`config.mk`:
```
export PLATFORM = sky130hd
export DESIGN_NAME = bram_ptr_streamer_flat
export DESIGN_NICKNAME = d
export VERILOG_FILES = /design/src/rtl/bram_ptr_streamer_if.sv /design/src/rtl/bram_ptr_streamer.sv /design/src/flat_wrapper.sv
export SDC_FILE = /design/constraint.sdc
export NUM_CORES = 2
export LEC_CHECK = 0
export ABC_AREA = 1
export CAP_MARGIN = 20
export CELL_PAD_IN_SITES_DETAIL_PLACEMENT = 0
export CELL_PAD_IN_SITES_GLOBAL_PLACEMENT = 1
export CORE_AREA = 2 2 437 439
export CTS_BUF_LIST = sky130_fd_sc_hd__clkbuf_8
export CTS_CLUSTER_DIAMETER = 120
export CTS_CLUSTER_SIZE = 24
export DETAILED_ROUTE_END_ITERATION = 8
export DIE_AREA = 0 0 439 441
export PLACE_DENSITY_LB_ADDON = 0.08
export SKIP_LAST_GASP = 1
export SLEW_MARGIN = 20
export SYNTH_ARGS = -nofsm -noshare
export SYNTH_HDL_FRONTEND = slang
export SYNTH_SLANG_ARGS = --single-unit
```
`constraint.sdc`:
```
create_clock -name aclk -period 29.2 [get_ports aclk]
set_input_delay 4.38 -clock aclk [delete_from_list [all_inputs] [get_ports aclk]]
set_output_delay 4.38 -clock aclk [all_outputs]
set_load 0.005 [all_outputs]
```
`src/rtl/bram_ptr_streamer_if.sv`:
```
// Bus bundle for bram_ptr_streamer: BRAM port-B read side plus the AXIS master.
// The master modport is the streamer's view; slave is the BRAM/sink view.
// LOOP_TLAST_EN adds m_axis_tlast.
`timescale 1ns/1ps
interface bram_ptr_streamer_if #(
  parameter int DATA_W = 512,
  parameter int ADDR_W = 17
) ();
  logic              bram_en;
  logic [ADDR_W-1:0] bram_addr;
  logic [DATA_W-1:0] bram_rddata;
  logic [DATA_W-1:0] m_axis_tdata;
  logic              m_axis_tvalid;
  logic              m_axis_tready;
`ifdef LOOP_TLAST_EN
  logic              m_axis_tlast;
`endif

  modport master (
    output bram_en, bram_addr,
    input  bram_rddata,
    output m_axis_tdata, m_axis_tvalid,
    input  m_axis_tready
`ifdef LOOP_TLAST_EN
    , output m_axis_tlast
`endif
  );

  modport slave (
    input  bram_en, bram_addr,
    output bram_rddata,
    input  m_axis_tdata, m_axis_tvalid,
    output m_axis_tready
`ifdef LOOP_TLAST_EN
    , input m_axis_tlast
`endif
  );
endinterface

```
`src/rtl/bram_ptr_streamer.sv`:
```
// bram_ptr_streamer: plays BRAM words start..stop (inclusive) in an endless loop
// onto an AXIS master with full backpressure. Reads are credit-limited so the
// small output FIFO can never overflow. Pointer updates apply at loop boundaries.
// Optional feature macro: LOOP_TLAST_EN (tlast on the last word of each loop).
`timescale 1ns/1ps
module bram_ptr_streamer #(
  parameter int DATA_W = 512,
  parameter int ADDR_W = 17,
  parameter int RD_LAT = 2,
  parameter int FIFO_D = 4
) (
  input  logic        aclk,
  input  logic        aresetn,
  input  logic        enable,
  input  logic [31:0] start_ptr,
  input  logic [31:0] stop_ptr,
  output logic        busy,
  output logic        ptr_err,
  bram_ptr_streamer_if.master bus
);

  localparam int WORD_W = ADDR_W - 6;
  localparam int PTR_W  = (FIFO_D > 1) ? $clog2(FIFO_D) : 1;
  localparam int CNT_W  = $clog2(FIFO_D + 1);

  typedef enum logic [1:0] {
    S_IDLE  = 2'd0,
    S_RUN   = 2'd1,
    S_DRAIN = 2'd2
  } state_e;

  state_e            state_q, state_d;
  logic              enable_q;
  logic [WORD_W-1:0] sw_q, sw_d, ew_q, ew_d, rd_ptr_q, rd_ptr_d;
  logic              ptr_err_q, ptr_err_d;
  logic [RD_LAT-1:0] vpipe_q, vpipe_d;
  logic [PTR_W-1:0]  wr_q, wr_d, rd_q, rd_d;
  logic [CNT_W-1:0]  cnt_q, cnt_d;
  logic [DATA_W-1:0] data_mem [FIFO_D];
`ifdef LOOP_TLAST_EN
  logic [RD_LAT-1:0] lpipe_q, lpipe_d;
  logic              last_mem [FIFO_D];
`endif

  logic [WORD_W-1:0] in_sw, in_ew;
  logic              enable_rise, issue, at_end, wrap, push, pop, tvalid, drain_enter;
  int                inflight;
  logic              unused_ptr_bits;

  function automatic int popcount(input logic [RD_LAT-1:0] v);
    int n = 0;
    for (int i = 0; i < RD_LAT; i++) n += int'(v[i]);
    return n;
  endfunction

  function automatic logic [PTR_W-1:0] ptr_inc(input logic [PTR_W-1:0] p);
    return (p == PTR_W'(FIFO_D - 1)) ? '0 : p + 1'b1;
  endfunction

  // Word indices ignore the sub-word byte bits and anything above the BRAM image.
  assign in_sw = start_ptr[ADDR_W-1:6];
  assign in_ew = stop_ptr[ADDR_W-1:6];
  assign unused_ptr_bits = ^{start_ptr[31:ADDR_W], start_ptr[5:0],
                             stop_ptr[31:ADDR_W], stop_ptr[5:0]};

  assign enable_rise = enable & ~enable_q;
  assign inflight    = popcount(vpipe_q);
  // Credit rule: words in flight plus words buffered never exceed the FIFO depth.
  assign issue       = (state_q == S_RUN) && ((int'(cnt_q) + inflight) < FIFO_D);
  assign at_end      = (rd_ptr_q == ew_q);
  // An inverted range collapses the loop to the single word sw.
  assign wrap        = at_end || (ew_q < sw_q);
  assign push        = vpipe_q[RD_LAT-1] && (state_q == S_RUN);
  assign tvalid      = (cnt_q != '0);
  assign pop         = tvalid && bus.m_axis_tready;
  assign drain_enter = (state_q == S_RUN) && !enable;

  // Next-state logic: FSM, read pointer, latched loop bounds, error flag, read pipe.
  always_comb begin
    // NOTE: every variable gets a default before the case so no path infers a latch.
    state_d   = state_q;
    sw_d      = sw_q;
    ew_d      = ew_q;
    rd_ptr_d  = rd_ptr_q;
    ptr_err_d = ptr_err_q;
    vpipe_d   = vpipe_q << 1;
    vpipe_d[0] = issue;
`ifdef LOOP_TLAST_EN
    lpipe_d    = lpipe_q << 1;
    lpipe_d[0] = issue && at_end;
`endif
    unique case (state_q)
      S_IDLE: begin
        if (enable_rise) begin
          state_d   = S_RUN;
          sw_d      = in_sw;
          ew_d      = in_ew;
          rd_ptr_d  = in_sw;
          ptr_err_d = (in_ew < in_sw);
        end
      end
      S_RUN: begin
        if (issue) begin
          if (wrap) begin
            rd_ptr_d = in_sw;
            sw_d     = in_sw;
            ew_d     = in_ew;
            if (in_ew < in_sw) ptr_err_d = 1'b1;
          end else begin
            rd_ptr_d = rd_ptr_q + 1'b1;
          end
        end
        if (!enable) state_d = S_DRAIN;
      end
      S_DRAIN: begin
        if ((vpipe_q == '0) && (cnt_q == '0)) state_d = S_IDLE;
      end
      default: state_d = S_IDLE;
    endcase
  end

  // FIFO pointer/count update; entering DRAIN keeps only a beat already on the bus.
  always_comb begin
    wr_d  = wr_q;
    rd_d  = rd_q;
    cnt_d = cnt_q;
    if (drain_enter) begin
      rd_d  = pop ? ptr_inc(rd_q) : rd_q;
      cnt_d = (tvalid && !pop) ? CNT_W'(1) : '0;
      wr_d  = (tvalid && !pop) ? ptr_inc(rd_q) : rd_d;
    end else begin
      if (push) wr_d = ptr_inc(wr_q);
      if (pop)  rd_d = ptr_inc(rd_q);
      cnt_d = cnt_q + CNT_W'(push) - CNT_W'(pop);
    end
  end

  // State registers with synchronous active-low reset.
  always_ff @(posedge aclk) begin
    if (!aresetn) begin
      state_q   <= S_IDLE;
      // NOTE: enable history resets high so an enable held across reset is not a start.
      enable_q  <= 1'b1;
      sw_q      <= '0;
      ew_q      <= '0;
      rd_ptr_q  <= '0;
      ptr_err_q <= 1'b0;
      vpipe_q   <= '0;
      wr_q      <= '0;
      rd_q      <= '0;
      cnt_q     <= '0;
`ifdef LOOP_TLAST_EN
      lpipe_q   <= '0;
`endif
    end else begin
      // NOTE: non-blocking assignments so every register samples pre-edge values.
      state_q   <= state_d;
      enable_q  <= enable;
      sw_q      <= sw_d;
      ew_q      <= ew_d;
      rd_ptr_q  <= rd_ptr_d;
      ptr_err_q <= ptr_err_d;
      vpipe_q   <= vpipe_d;
      wr_q      <= wr_d;
      rd_q      <= rd_d;
      cnt_q     <= cnt_d;
`ifdef LOOP_TLAST_EN
      lpipe_q   <= lpipe_d;
`endif
    end
  end

  // FIFO storage write: returning BRAM words land at the tail.
  // NOTE: storage is not reset; the count gates every read, so stale contents never escape.
  always_ff @(posedge aclk) begin
    if (push) begin
      data_mem[wr_q] <= bus.bram_rddata;
`ifdef LOOP_TLAST_EN
      last_mem[wr_q] <= lpipe_q[RD_LAT-1];
`endif
    end
  end

  assign bus.bram_en       = issue;
  assign bus.bram_addr     = issue ? {rd_ptr_q, 6'b0} : '0;
  assign bus.m_axis_tvalid = tvalid;
  assign bus.m_axis_tdata  = tvalid ? data_mem[rd_q] : '0;
`ifdef LOOP_TLAST_EN
  assign bus.m_axis_tlast  = tvalid ? last_mem[rd_q] : 1'b0;
`endif
  assign busy              = (state_q != S_IDLE);
  assign ptr_err           = ptr_err_q;

endmodule

```
`src/flat_wrapper.sv`:
```
// flat-port wrapper written by rule: the top's interface ports become plain ports
module bram_ptr_streamer_flat 
#(
  parameter int DATA_W = 512,
  parameter int ADDR_W = 17,
  parameter int RD_LAT = 2,
  parameter int FIFO_D = 4
)
  (aclk, aresetn, enable, start_ptr, stop_ptr, busy, ptr_err, bus_bram_en, bus_bram_addr, bus_bram_rddata, bus_m_axis_tdata, bus_m_axis_tvalid, bus_m_axis_tready);
  bram_ptr_streamer_if #(.DATA_W(DATA_W), .ADDR_W(ADDR_W)) bus_i ();
  input  logic aclk;
  input  logic aresetn;
  input  logic enable;
  input  logic [31:0] start_ptr;
  input  logic [31:0] stop_ptr;
  output logic busy;
  output logic ptr_err;
  output wire logic [$bits(bus_i.bram_en)-1:0] bus_bram_en;
  output wire logic [$bits(bus_i.bram_addr)-1:0] bus_bram_addr;
  input wire logic [$bits(bus_i.bram_rddata)-1:0] bus_bram_rddata;
  output wire logic [$bits(bus_i.m_axis_tdata)-1:0] bus_m_axis_tdata;
  output wire logic [$bits(bus_i.m_axis_tvalid)-1:0] bus_m_axis_tvalid;
  input wire logic [$bits(bus_i.m_axis_tready)-1:0] bus_m_axis_tready;
  assign bus_bram_en = bus_i.bram_en;
  assign bus_bram_addr = bus_i.bram_addr;
  assign bus_i.bram_rddata = bus_bram_rddata;
  assign bus_m_axis_tdata = bus_i.m_axis_tdata;
  assign bus_m_axis_tvalid = bus_i.m_axis_tvalid;
  assign bus_i.m_axis_tready = bus_m_axis_tready;
  bram_ptr_streamer #(.DATA_W(DATA_W), .ADDR_W(ADDR_W), .RD_LAT(RD_LAT), .FIFO_D(FIFO_D)) u_core (.aclk(aclk), .aresetn(aresetn), .enable(enable), .start_ptr(start_ptr), .stop_ptr(stop_ptr), .busy(busy), .ptr_err(ptr_err), .bus(bus_i));
endmodule
```
==> run_results.csv <==
group,metric,value,unit
outcome,status,"complete, no violations",
synthesis,yosysSeqAreaShare,76.4,%
worst_setup_path,cp_top_family,"buffers and inverters",
detailed_routing,drt-total-wl,235000,um
clock_tree,insertion_delay,0.93,ns
sta,tightest_slew,1.17,ns
synthesis,synth.distinct_cells,36,
global_route,grt_start_max_net_pins,238,
detailed_routing,dr.pass1.iters,7,
die,ios,1113,
worst_setup_path,crit_required,24.82,ns
worst_setup_path,path_class,"reg -> out",
global_route,antenna_found_initial,117,
synthesis,yosysTopAreaCellShare,75.3,%
sta,fmax,95.6,MHz
synthesis,synth_seq_cells,2094,
die,core,189000,um2
synthesis,synth_top_cells_by_area,"edfxtp_1 75%, nor2_1 9.7%, o21ai_0 5.7%",
hold_path,hold_start,"u_core.vpipe_q[0]",
placement,placed_area,94400,um2
detailed_routing,via_count,51091,
synthesis,avgSynthCellArea,12.6,um2
die,core.rowCount,160,
layout,nets,7914,
die,dieWidth,439,um
layout,drive_gt1_share,2.90,%
clock_tree,cts.repair.resized,0,
sta,skew,0.0269,ns
pwr,powerDensity,79.3,nW/um2
global_route,track_usage,23.4,%
synthesis,synth_most_common_cell,"nor2_1",
sta,relSlewSlack,21.8,%
worst_setup_path,cp-startpoint,"u_core.rd_q[0]",
synthesis,synthFlopType,"edfxtp_1",
detailed_routing,wl_per_cell,23.8,um
pwr,ir_drop,69.8,uV
layout,design_area,96000,um2
sta,period_share,35.8,%
worst_setup_path,r2r-end,"u_core.data_mem[0][199]",
clock_tree,clock_sink_count,2094,
global_route,overflow,0,
synthesis,async_flop_share,0,%
worst_setup_path,cp-start-kind,"flop",
synthesis,synth.largest_area_cell,"edfxtp_1",
synthesis,synthCells,6478,
worst_setup_path,path_max_fanout,128,
synthesis,synth_edf_count,2048,
clock_tree,cts_buffer_depth,3,
synthesis,netlist_area,81700,um2
detailed_routing,drc_errors,0,
clock_tree,cts-root-buf,"clkbuf_8",
worst_setup_path,cp.depth,9,
detailed_routing,drt_iter0_drc,3659,
worst_setup_path,critPathSlowestCell,"buf_4",
sta,min_period,10.46,ns
sta,slew_viol_final,0,
worst_setup_path,cp_slowest_stage_delay,0.94,ns
placement,dp_hpwl,141000,um
worst_setup_path,reg2regPathDepth,10,
detailed_routing,via_per_inst,5.17,
layout,multiInputGateArea,17200,um2
global_route,grt_pass1_vias,47999,
global_route,grt_pass1_wl,333000,um
worst_setup_path,endpoint,"bus_m_axis_tdata[404]",
layout,final.fill_count,16336,
worst_setup_path,crit_chain,"buf_4, buf_12, buf_16, buf_4, nor2_1, nor2_1, o21ai_0, a21oi_1, clkdlybuf4s50_1",
synthesis,synthTopCellsByCount,"2105 x nor2_1, 2048 x edfxtp_1, 922 x o21ai_0",
hold_path,hp-class,"reg -> reg",
sta,final.setup.tns,0,ns
clock_tree,cts_tree,"yes",
clock_tree,h-tree-depth,3,
layout,area_growth,17.6,%
clock_tree,clkTransAtPathRegs,0.14,ns
placement,port_buffers,1064,
die,start_util,43.2,%
worst_setup_path,r2r_start,"u_core.state_q[0]",
layout,regArea,62400,um2
synthesis,yosysWarnings,0,
pwr,leakagePower,30.9,nW
clock_tree,post_cts_buffers,0,
worst_setup_path,endpoint_kind,"output port",
worst_setup_path,cp.arrival,6.08,ns
die,die_h,441,um
detailed_routing,ant_nets,0,
die,die_area,194000,um2
clock_tree,cts_buffers,97,
sta,hold_violations,0,
sta,setup_viol,0,
sta,rsz0062_at_grt,"no",
worst_setup_path,cp.buffers_inverters,5,
run,maxCapViolCount,0,
worst_setup_path,r2r_slack,23.51,ns
clock_tree,cts.hold.buffers_added,0,
placement,routabilityCongestion,0.794,
[worst min-delay path by stage]
stage | endpoint | slack [ns] | cells past startpoint
global route | u_core.sw_q[10] | 0.49 | 2
global placement | u_core.vpipe_q[1] | 0.44 | 2
finish | u_core.vpipe_q[1] | 0.47 | 2
floorplan | u_core.vpipe_q[1] | 0.42 | 2
detailed placement | u_core.vpipe_q[1] | 0.45 | 2
CTS | u_core.vpipe_q[1] | 0.47 | 2
[cell families (layout without fill, tap and decap cells)]
logic type | after synthesis | after routing | synth area share (%)
adder cells (fa/ha/maj) | 32 | 32 | 0.500
AO/OA/AOI/OAI | 1586 | 1586 | 9.74
buffers and inverters | 488 | 1322 | 2.57
flip-flops | 2094 | 2094 | 76.4
other | 1 | 62 | 0.00459
AND/OR/NAND/NOR | 2262 | 2262 | 10.6
XOR/XNOR | 15 | 15 | 0.161
[flip-flops by register name, summed over array words and instances, names as in the netlist]
register and count:
u_core.data_mem 2048, u_core.ew_q 11, u_core.rd_ptr_q 11, u_core.sw_q 11, u_core.cnt_q 3, u_core.rd_q 2, u_core.state_q 2, u_core.vpipe_q 2
u_core.wr_q 2, u_core.enable_q 1, u_core.ptr_err 1
[per-stage QoR]
step / total power, W / hold WS [ns] / util (%) / std cells / worst slack (ns)
2_1_floorplan: 0.00475 / 0.424 / - / 6483 / 5.76
5_1_grt: 0.00801 / 0.494 / 50.7 / 9876 / 18.28
3_3_place_gp: 0.00655 / 0.441 / 49.9 / 9712 / 19.80
4_1_cts: 0.00771 / 0.474 / 50.6 / 9826 / 18.67
3_5_place_dp: 0.00655 / 0.452 / 49.9 / 9712 / 19.76
6_report: 0.00761 / 0.468 / 50.8 / 9884 / 18.74
[worst min-delay path, cell delays in order (launching register included)]
cell     delay, ns
dfxtp_1       0.35
nand2_1       0.06
inv_1         0.03
[layout make-up]
| class | count | share of cell area, % |
|---|---|---|
| Antenna cell | 56 | 0.146 |
| Clock inverter | 13 | 0.0717 |
| Timing Repair Buffer | 1136 | 11.8 |
| Multi-Input combinational cell | 3901 | 17.9 |
| Inverter | 72 | 0.305 |
| Clock buffer | 101 | 1.45 |
| Tap cell | 2511 | 3.27 |
| Sequential cell | 2094 | 65.0 |
[placed cells by master, fill, tap and decap left out, types with 6 or more instances in the layout]
| cell type | n |
|---|---|
| conb_1 | 6 |
| nand3_1 | 32 |
| nand2_1 | 97 |
| dfxtp_1 | 44 |
| diode_2 | 56 |
| buf_4 | 58 |
| xor2_1 | 9 |
| nor2_2 | 10 |
| inv_1 | 73 |
| o21ai_0 | 922 |
| nor2_1 | 2101 |
| a21oi_1 | 550 |
| clkdlybuf4s50_1 | 1064 |
| buf_12 | 11 |
| o21ai_1 | 107 |
| edfxtp_1 | 2048 |
| ha_1 | 31 |
| xnor2_1 | 6 |
| clkbuf_8 | 101 |
[where the power goes]
group,switching (W),internal (W)
Combinational,0.00185,0.00126
Clock,0.000856,0.000317
Sequential,0.0000276,0.00330
Total,0.00274,0.00487
[routing by layer]
layer / vias up / track usage (%) / wire length [um]
met4: 52 / 11.6 / 11400
met1: 24997 / 28.1 / 92100
met3: 411 / 5.68 / 13700
li1: 24442 / - / -
met2: 1189 / 39.3 / 118000
met5: - / 0 / 335
Note: power is estimated with default switching activity, not from simulation.
